--- src/rtl/image_pkg.sv ---
// Shared types and constants for the image pipeline.
// Covers state encodings, colour phases and the pixel word width.
package image_pkg;

  typedef enum logic [1:0] {
    ST_IDLE  = 2'd0,
    ST_RUN   = 2'd1,
    ST_DRAIN = 2'd2,
    ST_DONE  = 2'd3
  } state_e;

  typedef enum logic [1:0] {
    PH_RED   = 2'd0,
    PH_GREEN = 2'd1,
    PH_BLUE  = 2'd2
  } phase_e;

  localparam int BYTES_PER_PIXEL = 3;
  localparam int PIX_W           = 24;

  function automatic phase_e next_phase(
    input phase_e p
  );
    if (int'(p) == BYTES_PER_PIXEL - 1)
      return PH_RED;
    return phase_e'(p + 2'd1);
  endfunction

endpackage

--- src/rtl/rgb_pixel_packer_if.sv ---
// Byte-in / pixel-out handshake bundle of rgb_pixel_packer.
// The slave view belongs to the packer and the master view to its environment.
interface rgb_pixel_packer_if #(
  parameter int ROW_W = 1,
  parameter int COL_W = 2
);
  logic             start;
  logic [7:0]       byte_in;
  logic             byte_valid;
  logic             byte_ready;
  logic [23:0]      pix_out;
  logic [ROW_W-1:0] pix_row;
  logic [COL_W-1:0] pix_col;
  logic             pix_sof;
  logic             pix_eol;
  logic             pix_eof;
  logic             pix_valid;
  logic             pix_ready;
  logic             busy;
  logic             done;

  modport slave (
    input  start, byte_in, byte_valid,
    input  pix_ready,
    output byte_ready, pix_out, pix_row,
    output pix_col, pix_sof, pix_eol,
    output pix_eof, pix_valid, busy, done
  );

  modport master (
    output start, byte_in, byte_valid,
    output pix_ready,
    input  byte_ready, pix_out, pix_row,
    input  pix_col, pix_sof, pix_eol,
    input  pix_eof, pix_valid, busy, done
  );
endinterface

--- src/rtl/pixel_fifo.sv ---
// Small synchronous FIFO with a registered head word.
// The head register always mirrors the entry at the read pointer.
module pixel_fifo #(
  parameter int DATA_W = 8,
  parameter int DEPTH  = 4
) (
  input  logic              clk,
  input  logic              reset,
  input  logic              push,
  input  logic [DATA_W-1:0] din,
  input  logic              pop,
  output logic [DATA_W-1:0] dout,
  output logic              full,
  output logic              empty
);
  localparam int AW = $clog2(DEPTH);

  logic [DATA_W-1:0] mem_q [DEPTH];
  logic [DATA_W-1:0] dout_q;
  logic [AW-1:0]     wr_q, wr_d;
  logic [AW-1:0]     rd_q, rd_d;
  logic [AW:0]       cnt_q, cnt_d;
  logic              do_push, do_pop;

  assign full    = cnt_q == (AW+1)'(DEPTH);
  assign empty   = cnt_q == '0;
  assign do_push = push && !full;
  assign do_pop  = pop && !empty;
  assign dout    = dout_q;

  always_comb begin
    wr_d  = wr_q;
    rd_d  = rd_q;
    cnt_d = cnt_q;
    if (do_push)
      wr_d = wr_q + AW'(1);
    if (do_pop)
      rd_d = rd_q + AW'(1);
    unique case ({do_push, do_pop})
      2'b10:   cnt_d = cnt_q + 1'b1;
      2'b01:   cnt_d = cnt_q - 1'b1;
      default: cnt_d = cnt_q;
    endcase
  end

  always_ff @(posedge clk) begin
    if (do_push)
      mem_q[wr_q] <= din;
  end

  // A push landing on the new head bypasses the array.
  always_ff @(posedge clk or negedge reset) begin
    if (!reset) begin
      wr_q   <= '0;
      rd_q   <= '0;
      cnt_q  <= '0;
      dout_q <= '0;
    end else begin
      wr_q  <= wr_d;
      rd_q  <= rd_d;
      cnt_q <= cnt_d;
      if (do_push && wr_q == rd_d)
        dout_q <= din;
      else if (do_pop)
        dout_q <= mem_q[rd_d];
    end
  end
endmodule

--- src/rtl/rgb_pixel_packer.sv ---
// Packs an interleaved R,G,B byte stream into tagged 24-bit pixels.
// Pixels carry row/column and frame markers through an output FIFO.
module rgb_pixel_packer
  import image_pkg::*;
#(
  parameter int WIDTH      = 788,
  parameter int HEIGHT     = 1080,
  parameter int FIFO_DEPTH = 4,
  parameter int ROW_W      = $clog2(HEIGHT),
  parameter int COL_W      = $clog2(WIDTH)
) (
  input logic clk,
  input logic reset,
  rgb_pixel_packer_if.slave bus
);
  localparam int ENT_W = 3 + ROW_W + COL_W + PIX_W;
  localparam logic [ROW_W-1:0] ROW_LAST =
    ROW_W'(HEIGHT - 1);
  localparam logic [COL_W-1:0] COL_LAST =
    COL_W'(WIDTH - 1);

  state_e           state_q, state_d;
  phase_e           phase_q, phase_d;
  logic [ROW_W-1:0] row_q, row_d;
  logic [COL_W-1:0] col_q, col_d;
  logic [7:0]       r_q, r_d;
  logic [7:0]       g_q, g_d;

  logic             full, empty;
  logic             accept, push;
  logic             sof, eol, eof;
  logic [ENT_W-1:0] ent_in, ent_out;

  assign bus.byte_ready = (state_q == ST_RUN) && !full;
  assign accept = bus.byte_valid && bus.byte_ready;
  assign push   = accept && (phase_q == PH_BLUE);

  assign sof = (row_q == '0) && (col_q == '0);
  assign eol = col_q == COL_LAST;
  assign eof = eol && (row_q == ROW_LAST);

  assign ent_in = {eof, eol, sof, row_q, col_q,
                   r_q, g_q, bus.byte_in};

  always_comb begin
    state_d = state_q;
    phase_d = phase_q;
    row_d   = row_q;
    col_d   = col_q;
    r_d     = r_q;
    g_d     = g_q;
    unique case (state_q)
      ST_IDLE, ST_DONE: begin
        if (bus.start) begin
          state_d = ST_RUN;
          phase_d = PH_RED;
          row_d   = '0;
          col_d   = '0;
          r_d     = '0;
          g_d     = '0;
        end
      end
      ST_RUN: begin
        if (accept) begin
          phase_d = next_phase(phase_q);
          unique case (1'b1)
            (phase_q == PH_RED):   r_d = bus.byte_in;
            (phase_q == PH_GREEN): g_d = bus.byte_in;
            default: begin
              if (eol) begin
                col_d = '0;
                row_d = eof ? '0 : row_q + 1'b1;
              end else begin
                col_d = col_q + 1'b1;
              end
              if (eof)
                state_d = ST_DRAIN;
            end
          endcase
        end
      end
      ST_DRAIN: begin
        if (empty)
          state_d = ST_DONE;
      end
      default: state_d = ST_IDLE;
    endcase
  end

  always_ff @(posedge clk or negedge reset) begin
    if (!reset) begin
      state_q <= ST_IDLE;
      phase_q <= PH_RED;
      row_q   <= '0;
      col_q   <= '0;
      r_q     <= '0;
      g_q     <= '0;
    end else begin
      state_q <= state_d;
      phase_q <= phase_d;
      row_q   <= row_d;
      col_q   <= col_d;
      r_q     <= r_d;
      g_q     <= g_d;
    end
  end

  pixel_fifo #(
    .DATA_W (ENT_W),
    .DEPTH  (FIFO_DEPTH)
  ) u_fifo (
    .clk   (clk),
    .reset (reset),
    .push  (push),
    .din   (ent_in),
    .pop   (bus.pix_ready),
    .dout  (ent_out),
    .full  (full),
    .empty (empty)
  );

  assign {bus.pix_eof, bus.pix_eol, bus.pix_sof,
          bus.pix_row, bus.pix_col,
          bus.pix_out} = ent_out;
  assign bus.pix_valid = !empty;
  assign bus.busy = (state_q == ST_RUN) ||
                    (state_q == ST_DRAIN);
  assign bus.done = state_q == ST_DONE;
endmodule

--- src/flat_wrapper.sv ---
// flat-port wrapper written by rule: the top's interface ports become plain ports
module rgb_pixel_packer_flat import image_pkg::*;
#(
  parameter int WIDTH      = 788,
  parameter int HEIGHT     = 1080,
  parameter int FIFO_DEPTH = 4,
  parameter int ROW_W      = $clog2(HEIGHT),
  parameter int COL_W      = $clog2(WIDTH)
)
  (clk, reset, bus_start, bus_byte_in, bus_byte_valid, bus_pix_ready, bus_byte_ready, bus_pix_out, bus_pix_row, bus_pix_col, bus_pix_sof, bus_pix_eol, bus_pix_eof, bus_pix_valid, bus_busy, bus_done);
  rgb_pixel_packer_if #(.ROW_W(ROW_W), .COL_W(COL_W)) bus_i ();
  input logic clk;
  input logic reset;
  input wire logic [$bits(bus_i.start)-1:0] bus_start;
  input wire logic [$bits(bus_i.byte_in)-1:0] bus_byte_in;
  input wire logic [$bits(bus_i.byte_valid)-1:0] bus_byte_valid;
  input wire logic [$bits(bus_i.pix_ready)-1:0] bus_pix_ready;
  output wire logic [$bits(bus_i.byte_ready)-1:0] bus_byte_ready;
  output wire logic [$bits(bus_i.pix_out)-1:0] bus_pix_out;
  output wire logic [$bits(bus_i.pix_row)-1:0] bus_pix_row;
  output wire logic [$bits(bus_i.pix_col)-1:0] bus_pix_col;
  output wire logic [$bits(bus_i.pix_sof)-1:0] bus_pix_sof;
  output wire logic [$bits(bus_i.pix_eol)-1:0] bus_pix_eol;
  output wire logic [$bits(bus_i.pix_eof)-1:0] bus_pix_eof;
  output wire logic [$bits(bus_i.pix_valid)-1:0] bus_pix_valid;
  output wire logic [$bits(bus_i.busy)-1:0] bus_busy;
  output wire logic [$bits(bus_i.done)-1:0] bus_done;
  assign bus_i.start = bus_start;
  assign bus_i.byte_in = bus_byte_in;
  assign bus_i.byte_valid = bus_byte_valid;
  assign bus_i.pix_ready = bus_pix_ready;
  assign bus_byte_ready = bus_i.byte_ready;
  assign bus_pix_out = bus_i.pix_out;
  assign bus_pix_row = bus_i.pix_row;
  assign bus_pix_col = bus_i.pix_col;
  assign bus_pix_sof = bus_i.pix_sof;
  assign bus_pix_eol = bus_i.pix_eol;
  assign bus_pix_eof = bus_i.pix_eof;
  assign bus_pix_valid = bus_i.pix_valid;
  assign bus_busy = bus_i.busy;
  assign bus_done = bus_i.done;
  rgb_pixel_packer #(.WIDTH(WIDTH), .HEIGHT(HEIGHT), .FIFO_DEPTH(FIFO_DEPTH), .ROW_W(ROW_W), .COL_W(COL_W)) u_core (.clk(clk), .reset(reset), .bus(bus_i));
endmodule
--- config.mk ---
export PLATFORM = sky130hd
export DESIGN_NAME = rgb_pixel_packer_flat
export DESIGN_NICKNAME = d
export VERILOG_FILES = /design/src/rtl/image_pkg.sv /design/src/rtl/rgb_pixel_packer_if.sv /design/src/rtl/pixel_fifo.sv /design/src/rtl/rgb_pixel_packer.sv /design/src/flat_wrapper.sv
export SDC_FILE = /design/constraint.sdc
export NUM_CORES = 1
export LEC_CHECK = 0
export BUFFER_PORTS_ARGS = -buffer_cell sky130_fd_sc_hd__clkbuf_2
export CORE_MARGIN = 4
export CORE_UTILIZATION = 55
export DETAILED_ROUTE_END_ITERATION = 8
export PLACE_DENSITY = 0.84
export SLEW_MARGIN = 20
export SYNTH_ARGS = -nofsm -noshare
export SYNTH_HDL_FRONTEND = slang
export SYNTH_SLANG_ARGS = --single-unit
--- constraint.sdc ---
create_clock -name clk -period 2.7 [get_ports clk]
set_input_delay 0.405 -clock clk [delete_from_list [all_inputs] [get_ports clk]]
set_output_delay 0.405 -clock clk [all_outputs]
set_load 0.01 [all_outputs]
==> flow_metrics.env, run 1 <==
export IMPL_synth_warning_count=0
export IMPL_core_sq_um=21000
export IMPL_pre_cts_slack_ns=0.201
export IMPL_path_clk_slew_ns=0.06
export IMPL_hold_viol_final=0
export IMPL_relSlewSlack=0.323
export IMPL_antenna_cells=0
export IMPL_dp_cells=1126
export IMPL_cts_root_buffer="clkbuf_16"
export IMPL_syn_area_sq_um=11700
export IMPL_synth_edf_count=192
export IMPL_ir_drop_mv=0.605
export IMPL_total_power_uw=13700
export IMPL_fp_row_count=53
export IMPL_endpoint_kind="flop"
export IMPL_post_drt_wl_per_cell_um=21.7
export IMPL_antenna_left=0
export IMPL_syn_area_per_cell_sq_um=14.7
export IMPL_start_util=0.558
export IMPL_cts_buffers=27
export IMPL_wirelength_um=25500
export IMPL_worstReg2RegStart="u_core.col_q[0]$_DFFE_PN0P_"
export IMPL_grt_pass1_vias=7571
export IMPL_synth_most_common_cell="edfxtp_1"
export IMPL_arrival_ns=2.99
export IMPL_grt_usage=0.221
export IMPL_synth_top_area_cell="edfxtp_1"
export IMPL_fin_nets=908
export IMPL_clk_latency_ns=0.54
export IMPL_syn_to_final_growth_pct=15.1
export IMPL_first_iter_violations=713
export IMPL_leakagePower_uw=0.00517
export IMPL_ys_types=48
export IMPL_ys_flop_type="edfxtp_1"
export IMPL_status="finished, final reports clean"
export IMPL_h_tree_depth=1
export IMPL_setup_viol=0
export IMPL_dp_hpwl_um=15100
export IMPL_seq_area_frac_synth=0.696
export IMPL_finClkSkew_ns=0.0118
export IMPL_worst_slew_pin_slew_ns=1.01
export IMPL_antenna_found_initial=0
export IMPL_tns_ns=0
export IMPL_boundaryPins=65
export IMPL_powerDensity_nw_per_um2=1020
export IMPL_syn_inst=798
export IMPL_io_buffers=64
export IMPL_cp_start_kind="flop"
export IMPL_async_reset_ff_frac=0.333
export IMPL_hp_start="bus_byte_in[3]"
export IMPL_grt_pass1_wl_um=41400
export IMPL_fin_crit_sh=0.945
export IMPL_place_congestion=0.850
export IMPL_post_route_drc_count=0
export IMPL_yosys_area_top_type_share=0.491
export IMPL_first_pass_iters=8
export IMPL_grt_overflow=0
export IMPL_vias_per_cell=6.11
export IMPL_dieArea_sq_um=23700
export IMPL_grt_setup_unrepaired="no"
export IMPL_ys_top_cells_by_area="edfxtp_1, dfrtp_1, mux4_2"
export IMPL_hold_path_class="in -> reg"
export IMPL_maxCapViolations=0
export IMPL_worstSetupPathType="reg -> reg"
export IMPL_grt_max_degree=50
export IMPL_die_h_um=154
export IMPL_dieWidth_um=154
export IMPL_stdcell_count=1175
export IMPL_cts_buffer_depth=3
export IMPL_cts_tree="built"
export IMPL_synthTopCellsByCount="edfxtp_1, nand2_1, dfrtp_1"
export IMPL_crit_required_ns=3.14
export IMPL_min_period_ns=2.55
export IMPL_dr_total_vias=7177
export IMPL_slew_violations=0
export IMPL_critPathLaunch="u_core.col_q[0]$_DFFE_PN0P_"
export IMPL_crit_fanout=10
export IMPL_clock_sinks=288
export IMPL_layout_drive_gt1_share=0.226
export IMPL_synth_seq_cells=288
export IMPL_fmax_mhz=392
export IMPL_synthesis_nets=825
export IMPL_fin_ws_ns=0.149
==> repair_timing <==
item                                   4_1_cts  5_1_grt
resized for setup                            0        2
endpoints found under the hold margin       41        0
setup endpoints to repair                    0        8
setup buffers                                0        0
hold buffers                                 1        0
==> state kept, by name (all words and copies together) (netlist names) <==
register / cells
u_core.u_fifo.mem_q: 192
u_core.u_fifo.dout: 48
u_core.row_q: 11
u_core.col_q: 10
u_core.g_q: 8
u_core.r_q: 8
u_core.u_fifo.cnt_q: 3
u_core.phase_q: 2
u_core.state_q: 2
u_core.u_fifo.rd_q: 2
u_core.u_fifo.wr_q: 2
==> cell families (layout without fill, tap and decap cells) <==
group           Yosys count  after routing  synth area share
mux                      52             52            0.0956
flops                   288            288             0.696
fa+ha+maj                14             14            0.0156
simple gates            256            256            0.0954
compound gates          113            113            0.0659
xor+xnor                 15             15            0.0112
buf+inv                  60            162            0.0205
==> metrics by stage <==
stage | hold slack, ns | util | instance area [sq um]
2_1_floorplan | 0.109 | - | 11700
3_3_place_gp | 0.476 | 0.600 | 12600
3_5_place_dp | 0.476 | 0.600 | 12600
4_1_cts | 0.157 | 0.642 | 13500
5_1_grt | 0.165 | 0.642 | 13500
6_report | 0.180 | 0.642 | 13500
==> per-layer routing <==
| layer | vias to the layer above | global-route usage | wire length [um] |
|---|---|---|---|
| met5 | - | 0 | 0 |
| met4 | 0 | 0.0719 | 750 |
| met3 | 58 | 0.0433 | 1900 |
| met2 | 351 | 0.356 | 12600 |
| met1 | 3599 | 0.307 | 10300 |
| li1 | 3169 | - | - |
==> power breakdown <==
part           total, uW  internal, uW  switching, uW
clock network       3750          2190           1560
registers           6050          5400            650
logic               3920          1720           2210
==> worst max-delay path, stage by stage (launching register included) <==
cell,delay (ns)
dfrtp_1,0.50
ha_1,0.28
nand4_1,0.11
or4_1,0.60
o31a_4,0.46
or2_4,0.29
o31ai_2,0.22
==> cells in the final DEF, fill, tap and decap left out, drive strengths merged, types with 4 or more instances in the layout <==
cell type,instances
a31oi,47
and3,6
a22o,6
nor2,65
clkbuf,103
and2,4
a2bb2oi,4
o21ai,27
edfxtp,192
nand3,9
nand2,132
buf,33
ha,13
a22oi,16
xnor2,12
nor4,7
o31ai,7
inv,18
nor3,10
nor4b,4
mux4,48
clkinv,5
dfrtp,96
==> layout make-up <==
type / instances / area, sq um
Multi-Input combinational cell: 450 / 3360
Fill cell: 1397 / 7520
Clock buffer: 40 / 785
Inverter: 17 / 63.8
Clock inverter: 8 / 90.1
Tap cell: 275 / 344
Timing Repair Buffer: 97 / 686
Sequential cell: 288 / 8170
==> final timing paths <==
kind | to | slack (ns) | cells past startpoint
setup / recovery | u_core.row_q[5]$_DFFE_PN0P_ | 0.15 | 6
max in group asynchronous | u_core.u_fifo.dout[12]$_DFFE_PN0P_ | 1.58 | 3
setup reg to reg | u_core.row_q[5]$_DFFE_PN0P_ | 0.15 | 6
hold reg to reg | u_core.u_fifo.dout[38]$_DFFE_PN0P_ | 0.54 | 2
hold / removal | u_core.u_fifo.mem_q[2][3]$_DFFE_PP_ | 0.18 | 1
min in group asynchronous | u_core.u_fifo.dout[21]$_DFFE_PN0P_ | 0.44 | 2
Power figures use the tool's default switching activity.
==> run 2, diff against run 1 <==
--- a/config.mk
+++ b/config.mk
@@ -6,10 +6,12 @@
 export NUM_CORES = 1
 export LEC_CHECK = 0
 export BUFFER_PORTS_ARGS = -buffer_cell sky130_fd_sc_hd__clkbuf_2
+export CELL_PAD_IN_SITES_DETAIL_PLACEMENT = 0
+export CELL_PAD_IN_SITES_GLOBAL_PLACEMENT = 1
 export CORE_MARGIN = 4
-export CORE_UTILIZATION = 55
+export CORE_UTILIZATION = 46
 export DETAILED_ROUTE_END_ITERATION = 8
-export PLACE_DENSITY = 0.84
+export PLACE_DENSITY = 0.83
 export SLEW_MARGIN = 20
 export SYNTH_ARGS = -nofsm -noshare
 export SYNTH_HDL_FRONTEND = slang
==> flow_metrics.env, run 2 (same netlist as run 1, synthesis figures left out) <==
export IMPL_fmax_mhz=394
export IMPL_dr_total_vias=6963
export IMPL_fin_crit_sh=0.939
export IMPL_status="finished, final reports clean"
export IMPL_cts_buffers=28
export IMPL_cts_tree="built"
export IMPL_regMostFlops="u_core.u_fifo.mem_q"
export IMPL_relSlewSlack=0.336
export IMPL_die_h_um=168
export IMPL_cts_buffer_depth=3
export IMPL_setup_viol=0
export IMPL_layout_common_cells="edfxtp_1, nand2_1, dfrtp_1, nor2_1, clkbuf_2"
export IMPL_crit_fanout=10
export IMPL_grt_usage=0.180
export IMPL_fp_row_count=58
export IMPL_largest_reg_flops=192
export IMPL_finClkSkew_ns=0.0137
export IMPL_stdcell_count=1235
export IMPL_slew_violations=0
export IMPL_clk_latency_ns=0.54
export IMPL_io_buffers=64
export IMPL_tns_ns=0
export IMPL_powerDensity_nw_per_um2=1040
export IMPL_fin_nets=910
export IMPL_dp_hpwl_um=15100
export IMPL_h_tree_depth=1
export IMPL_clock_sinks=288
export IMPL_place_congestion=0.802
export IMPL_leakagePower_uw=0.00525
export IMPL_min_period_ns=2.54
export IMPL_worstSetupPathType="reg -> reg"
export IMPL_wirelength_um=24900
export IMPL_syn_to_final_growth_pct=17.1
export IMPL_dieWidth_um=168
export IMPL_dp_cells=1182
export IMPL_cts_setup_buffers=0
export IMPL_antenna_cells=0
export IMPL_boundaryPins=65
export IMPL_hold_path_class="in -> reg"
export IMPL_layout_drive_gt1_share=0.235
export IMPL_worst_slew_pin_slew_ns=0.989
export IMPL_grt_overflow=0
export IMPL_post_route_drc_count=0
export IMPL_core_sq_um=25100
export IMPL_start_util=0.467
export IMPL_antenna_left=0
export IMPL_grt_max_degree=50
export IMPL_post_drt_wl_per_cell_um=20.2
export IMPL_crit_required_ns=3.14
export IMPL_first_iter_violations=534
export IMPL_grt_pass1_vias=7181
export IMPL_first_pass_iters=6
export IMPL_layout_commonest_cell="edfxtp_1"
export IMPL_antenna_found_initial=0
export IMPL_cp_cell_sequence="ha_1, nand4_1, or4_1, o31a_4, or2_4, o31ai_2"
export IMPL_endpoint_kind="flop"
export IMPL_arrival_ns=2.98
export IMPL_maxCapViolations=0
export IMPL_hold_viol_final=0
export IMPL_cp_start_kind="flop"
export IMPL_ir_drop_mv=0.538
export IMPL_dieArea_sq_um=28100
export IMPL_path_clk_slew_ns=0.06
export IMPL_slowest_delay_ns=0.60
export IMPL_critical_path_slowest_cell="or4_1"
export IMPL_grt_setup_unrepaired="no"
export IMPL_vias_per_cell=5.64
export IMPL_cts_root_buffer="clkbuf_16"
export IMPL_grt_pass1_wl_um=40500
==> run 2: cell count changes in the layout (fill, tap and decap cells not counted) <==
cell	before	now
clkbuf_8	6	3
clkinv_1	3	2
clkinv_2	2	5
inv_6	1	0
buf_12	9	8
clkinvlp_4	0	4
dfrtp_1	93	94
bufinv_16	2	7
buf_4	24	26
clkbuf_1	7	2
clkbuf_16	27	29
dfrtp_2	2	1
==> run 2: stage by stage <==
stage / cell area [sq um] / setup slack, ns / hold slack, ns / util / power, uW
after floorplan: 11700 / 0.268 / 0.109 / - / 8630
after global placement: 12700 / 0.251 / 0.494 / 0.505 / 9920
after detailed placement: 12700 / 0.222 / 0.496 / 0.505 / 10000
after CTS: 13700 / 0.206 / 0.177 / 0.547 / 14400
after global routing: 13700 / 0.0403 / 0.184 / 0.547 / 15100
final: 13700 / 0.164 / 0.206 / 0.547 / 14300
==> run 2: per-layer routing <==
metal / GRT usage / wire (um) / part of all wire / vias to the layer above
li1: - / - / - / 3180
met1: 0.263 / 11100 / 0.45 / 3530
met2: 0.284 / 11800 / 0.47 / 206
met3: 0.0264 / 1390 / 0.056 / 47
met4: 0.0515 / 615 / 0.025 / 0
met5: 0 / 0 / 0 / -
==> run 2: worst paths after layout <==
check                                                    from                             endpoint  slack [ns]  cells past startpoint
setup / recovery                  u_core.col_q[1]$_DFFE_PN0P_          u_core.row_q[6]$_DFFE_PN0P_        0.16                      6
hold / removal                                 bus_byte_in[0]  u_core.u_fifo.mem_q[0][0]$_DFFE_PP_        0.21                      1
setup reg to reg                  u_core.col_q[1]$_DFFE_PN0P_          u_core.row_q[6]$_DFFE_PN0P_        0.16                      6
hold reg to reg            u_core.u_fifo.dout[23]$_DFFE_PN0P_   u_core.u_fifo.dout[23]$_DFFE_PN0P_        0.54                      2
max in group asynchronous                               reset          u_core.row_q[3]$_DFFE_PN0P_        1.56                      3
min in group asynchronous                               reset   u_core.u_fifo.dout[18]$_DFFE_PN0P_        0.46                      2
==> run 2: layout make-up <==
| cell class | instances | area (sq um) |
|---|---|---|
| flip-flops and latches | 288 | 8170 |
| fillers | 2080 | 11400 |
| clock buffers | 34 | 774 |
| multi-input cells | 450 | 3360 |
| clock inverters | 18 | 273 |
| inverters | 17 | 63.8 |
| repair buffers | 98 | 681 |
| well taps | 330 | 413 |
==> run 2: worst max-delay path: cells and delay by family (launching register included) <==
family,cells,cell delay [ns]
simple gates,3,0.98
flops,1,0.50
fa+ha+maj,1,0.28
compound gates,2,0.68
==> run 2: where the power goes <==
| group | internal, uW | total [uW] | switching, uW | leakage [uW] |
|---|---|---|---|---|
| Sequential | 5400 | 5980 | 579 | 0.00291 |
| Combinational | 1730 | 3940 | 2210 | 0.00183 |
| Clock | 2710 | 4340 | 1640 | 0.000504 |
| Total | 9840 | 14300 | 4420 | 0.00525 |
==> run 2: what timing repair did <==
action / CTS / global route
hold buffers: 1 / 0
endpoints found under the hold margin: 45 / 0
resized for setup: 0 / 1
setup endpoints to repair: 0 / 4
==> run 3, diff against run 2 <==
--- a/config.mk
+++ b/config.mk
@@ -9,9 +9,9 @@
 export CELL_PAD_IN_SITES_DETAIL_PLACEMENT = 0
 export CELL_PAD_IN_SITES_GLOBAL_PLACEMENT = 1
 export CORE_MARGIN = 4
-export CORE_UTILIZATION = 46
+export CORE_UTILIZATION = 35
 export DETAILED_ROUTE_END_ITERATION = 8
-export PLACE_DENSITY = 0.83
+export PLACE_DENSITY = 0.68
 export SLEW_MARGIN = 20
 export SYNTH_ARGS = -nofsm -noshare
 export SYNTH_HDL_FRONTEND = slang
==> flow_metrics.env, run 3 (same netlist as run 1, synthesis figures left out) <==
export IMPL_grt_usage=0.148
export IMPL_path_clk_slew_ns=0.06
export IMPL_fin_ws_ns=0.182
export IMPL_swShare=0.321
export IMPL_first_iter_violations=492
export IMPL_largest_reg_flops=192
export IMPL_regMostFlops="u_core.u_fifo.mem_q"
export IMPL_layout_commonest_cell="edfxtp_1"
export IMPL_power_switching_uw=4480
export IMPL_dieWidth_um=191
export IMPL_hold_viol_final=0
export IMPL_r2r_setup_slack_ns=0.18
export IMPL_dr_total_vias=6940
export IMPL_min_period_ns=2.52
export IMPL_vias_per_cell=5.13
export IMPL_grt_pass1_wl_um=42400
export IMPL_layout_drive_gt1_share=0.237
export IMPL_setup_viol=0
export IMPL_fmax_mhz=397
export IMPL_cts_tree="built"
export IMPL_start_util=0.358
export IMPL_h_tree_depth=1
export IMPL_powerDensity_nw_per_um2=1010
export IMPL_grt_overflow=0
export IMPL_dieArea_sq_um=36500
export IMPL_comb_power_share=0.287
export IMPL_antenna_cells=0
export IMPL_layout_common_cells="edfxtp_1, nand2_1, dfrtp_1, nor2_1, clkbuf_2"
export IMPL_fin_nets=913
export IMPL_cts_setup_buffers=0
export IMPL_finClkSkew_ns=0.0171
export IMPL_maxCapViolations=0
export IMPL_fin_crit_sh=0.932
export IMPL_clock_power_share=0.286
export IMPL_place_congestion=0.779
export IMPL_antenna_left=0
export IMPL_syn_to_final_growth_pct=17.7
export IMPL_cts_buffer_depth=3
export IMPL_cts_root_buffer="clkbuf_16"
export IMPL_worst_slew_pin_slew_ns=1.05
export IMPL_status="finished, final reports clean"
export IMPL_pre_cts_slack_ns=0.196
export IMPL_clock_sinks=288
export IMPL_crit_fanout=8
export IMPL_arrival_ns=2.95
export IMPL_relSlewSlack=0.292
export IMPL_post_cts_resized=0
export IMPL_slew_violations=0
export IMPL_grt_setup_unrepaired="no"
export IMPL_worstSetupPathType="reg -> reg"
export IMPL_tns_ns=0
export IMPL_post_drt_wl_per_cell_um=19.7
export IMPL_clk_latency_ns=0.55
export IMPL_fp_row_count=66
export IMPL_dp_hpwl_um=16100
export IMPL_endpoint_kind="flop"
export IMPL_intPower_uw=9470
export IMPL_wirelength_um=26600
export IMPL_die_h_um=191
export IMPL_leakagePower_uw=0.00524
export IMPL_core_sq_um=32800
export IMPL_ir_drop_mv=0.569
export IMPL_grt_pass1_vias=7179
export IMPL_crit_required_ns=3.13
export IMPL_io_buffers=64
export IMPL_cp_start_kind="flop"
export IMPL_holdBufCountCts=1
export IMPL_hold_path_class="in -> reg"
export IMPL_power_share_sequential=0.426
export IMPL_cts_buffers=30
export IMPL_boundaryPins=65
export IMPL_first_pass_iters=4
export IMPL_antenna_found_initial=0
export IMPL_post_route_drc_count=0
export IMPL_grt_max_degree=62
==> run 3: cell types whose count changed in the layout (fill, tap and decap cells not counted), sizes merged <==
cell,previous run,this run
clkbuf,97,107
inv,17,19
bufinv,7,1
clkinv,7,8
buf,34,35
clkinvlp,4,1
==> run 3: stage by stage <==
stage           util  hold slack, ns  total power [uW]  cell area [sq um]  cells
3_3_place_gp   0.391           0.222             10100              12800   1295
5_1_grt        0.421           0.167             14800              13800   1352
3_5_place_dp   0.391           0.223             10100              12800   1295
2_1_floorplan      -           0.109              8630              11700    798
4_1_cts        0.421           0.159             14200              13800   1352
6_report       0.421           0.179             14000              13800   1352
==> run 3: layer usage <==
metal  routed length (um)  vias up  share of wire  track usage
met1                11800     3581           0.44        0.203
met5                    0        -              0            0
li1                     -     3176              -            -
met3                 1120       42          0.042       0.0241
met2                13100      141           0.49        0.252
met4                  561        0          0.021       0.0320
==> run 3: path summary, 6_finish.rpt <==
path | startpoint | end | depth (start not counted)
worst max-delay path | u_core.col_q[5]$_DFFE_PN0P_ | u_core.row_q[2]$_DFFE_PN0P_ | 5
worst min-delay path | bus_byte_in[4] | u_core.u_fifo.mem_q[1][4]$_DFFE_PP_ | 1
worst max register to register | u_core.col_q[5]$_DFFE_PN0P_ | u_core.row_q[2]$_DFFE_PN0P_ | 5
worst min register to register | u_core.u_fifo.dout[26]$_DFFE_PN0P_ | u_core.u_fifo.dout[26]$_DFFE_PN0P_ | 2
max in group asynchronous | reset | u_core.u_fifo.rd_q[1]$_DFF_PN0_ | 3
min in group asynchronous | reset | u_core.u_fifo.dout[24]$_DFFE_PN0P_ | 2
==> run 3: power by group through the flow <==
stage	registers [uW]	logic, uW	clock network (uW)
global route	6050	4460	4300
floorplan	6030	2600	0
detailed placement	6040	4110	0
CTS	5960	4120	4100
global placement	6010	4050	0
finish	5950	4010	4000
==> run 3: cell type report <==
class | count | area [sq um]
Inverter | 17 | 63.8
Clock inverter | 12 | 92.6
Sequential cell | 288 | 8170
Multi-Input combinational cell | 450 | 3360
Tap cell | 442 | 553
Fill cell | 3035 | 19000
Clock buffer | 44 | 885
Timing Repair Buffer | 99 | 688
==> run 3: worst max-delay path, cell delays in order (launching register included) <==
cell     delay [ns]
dfrtp_1        0.46
or3_1          0.35
or4_1          0.64
o31ai_2        0.56
o21ai_1        0.13
a22o_1         0.25
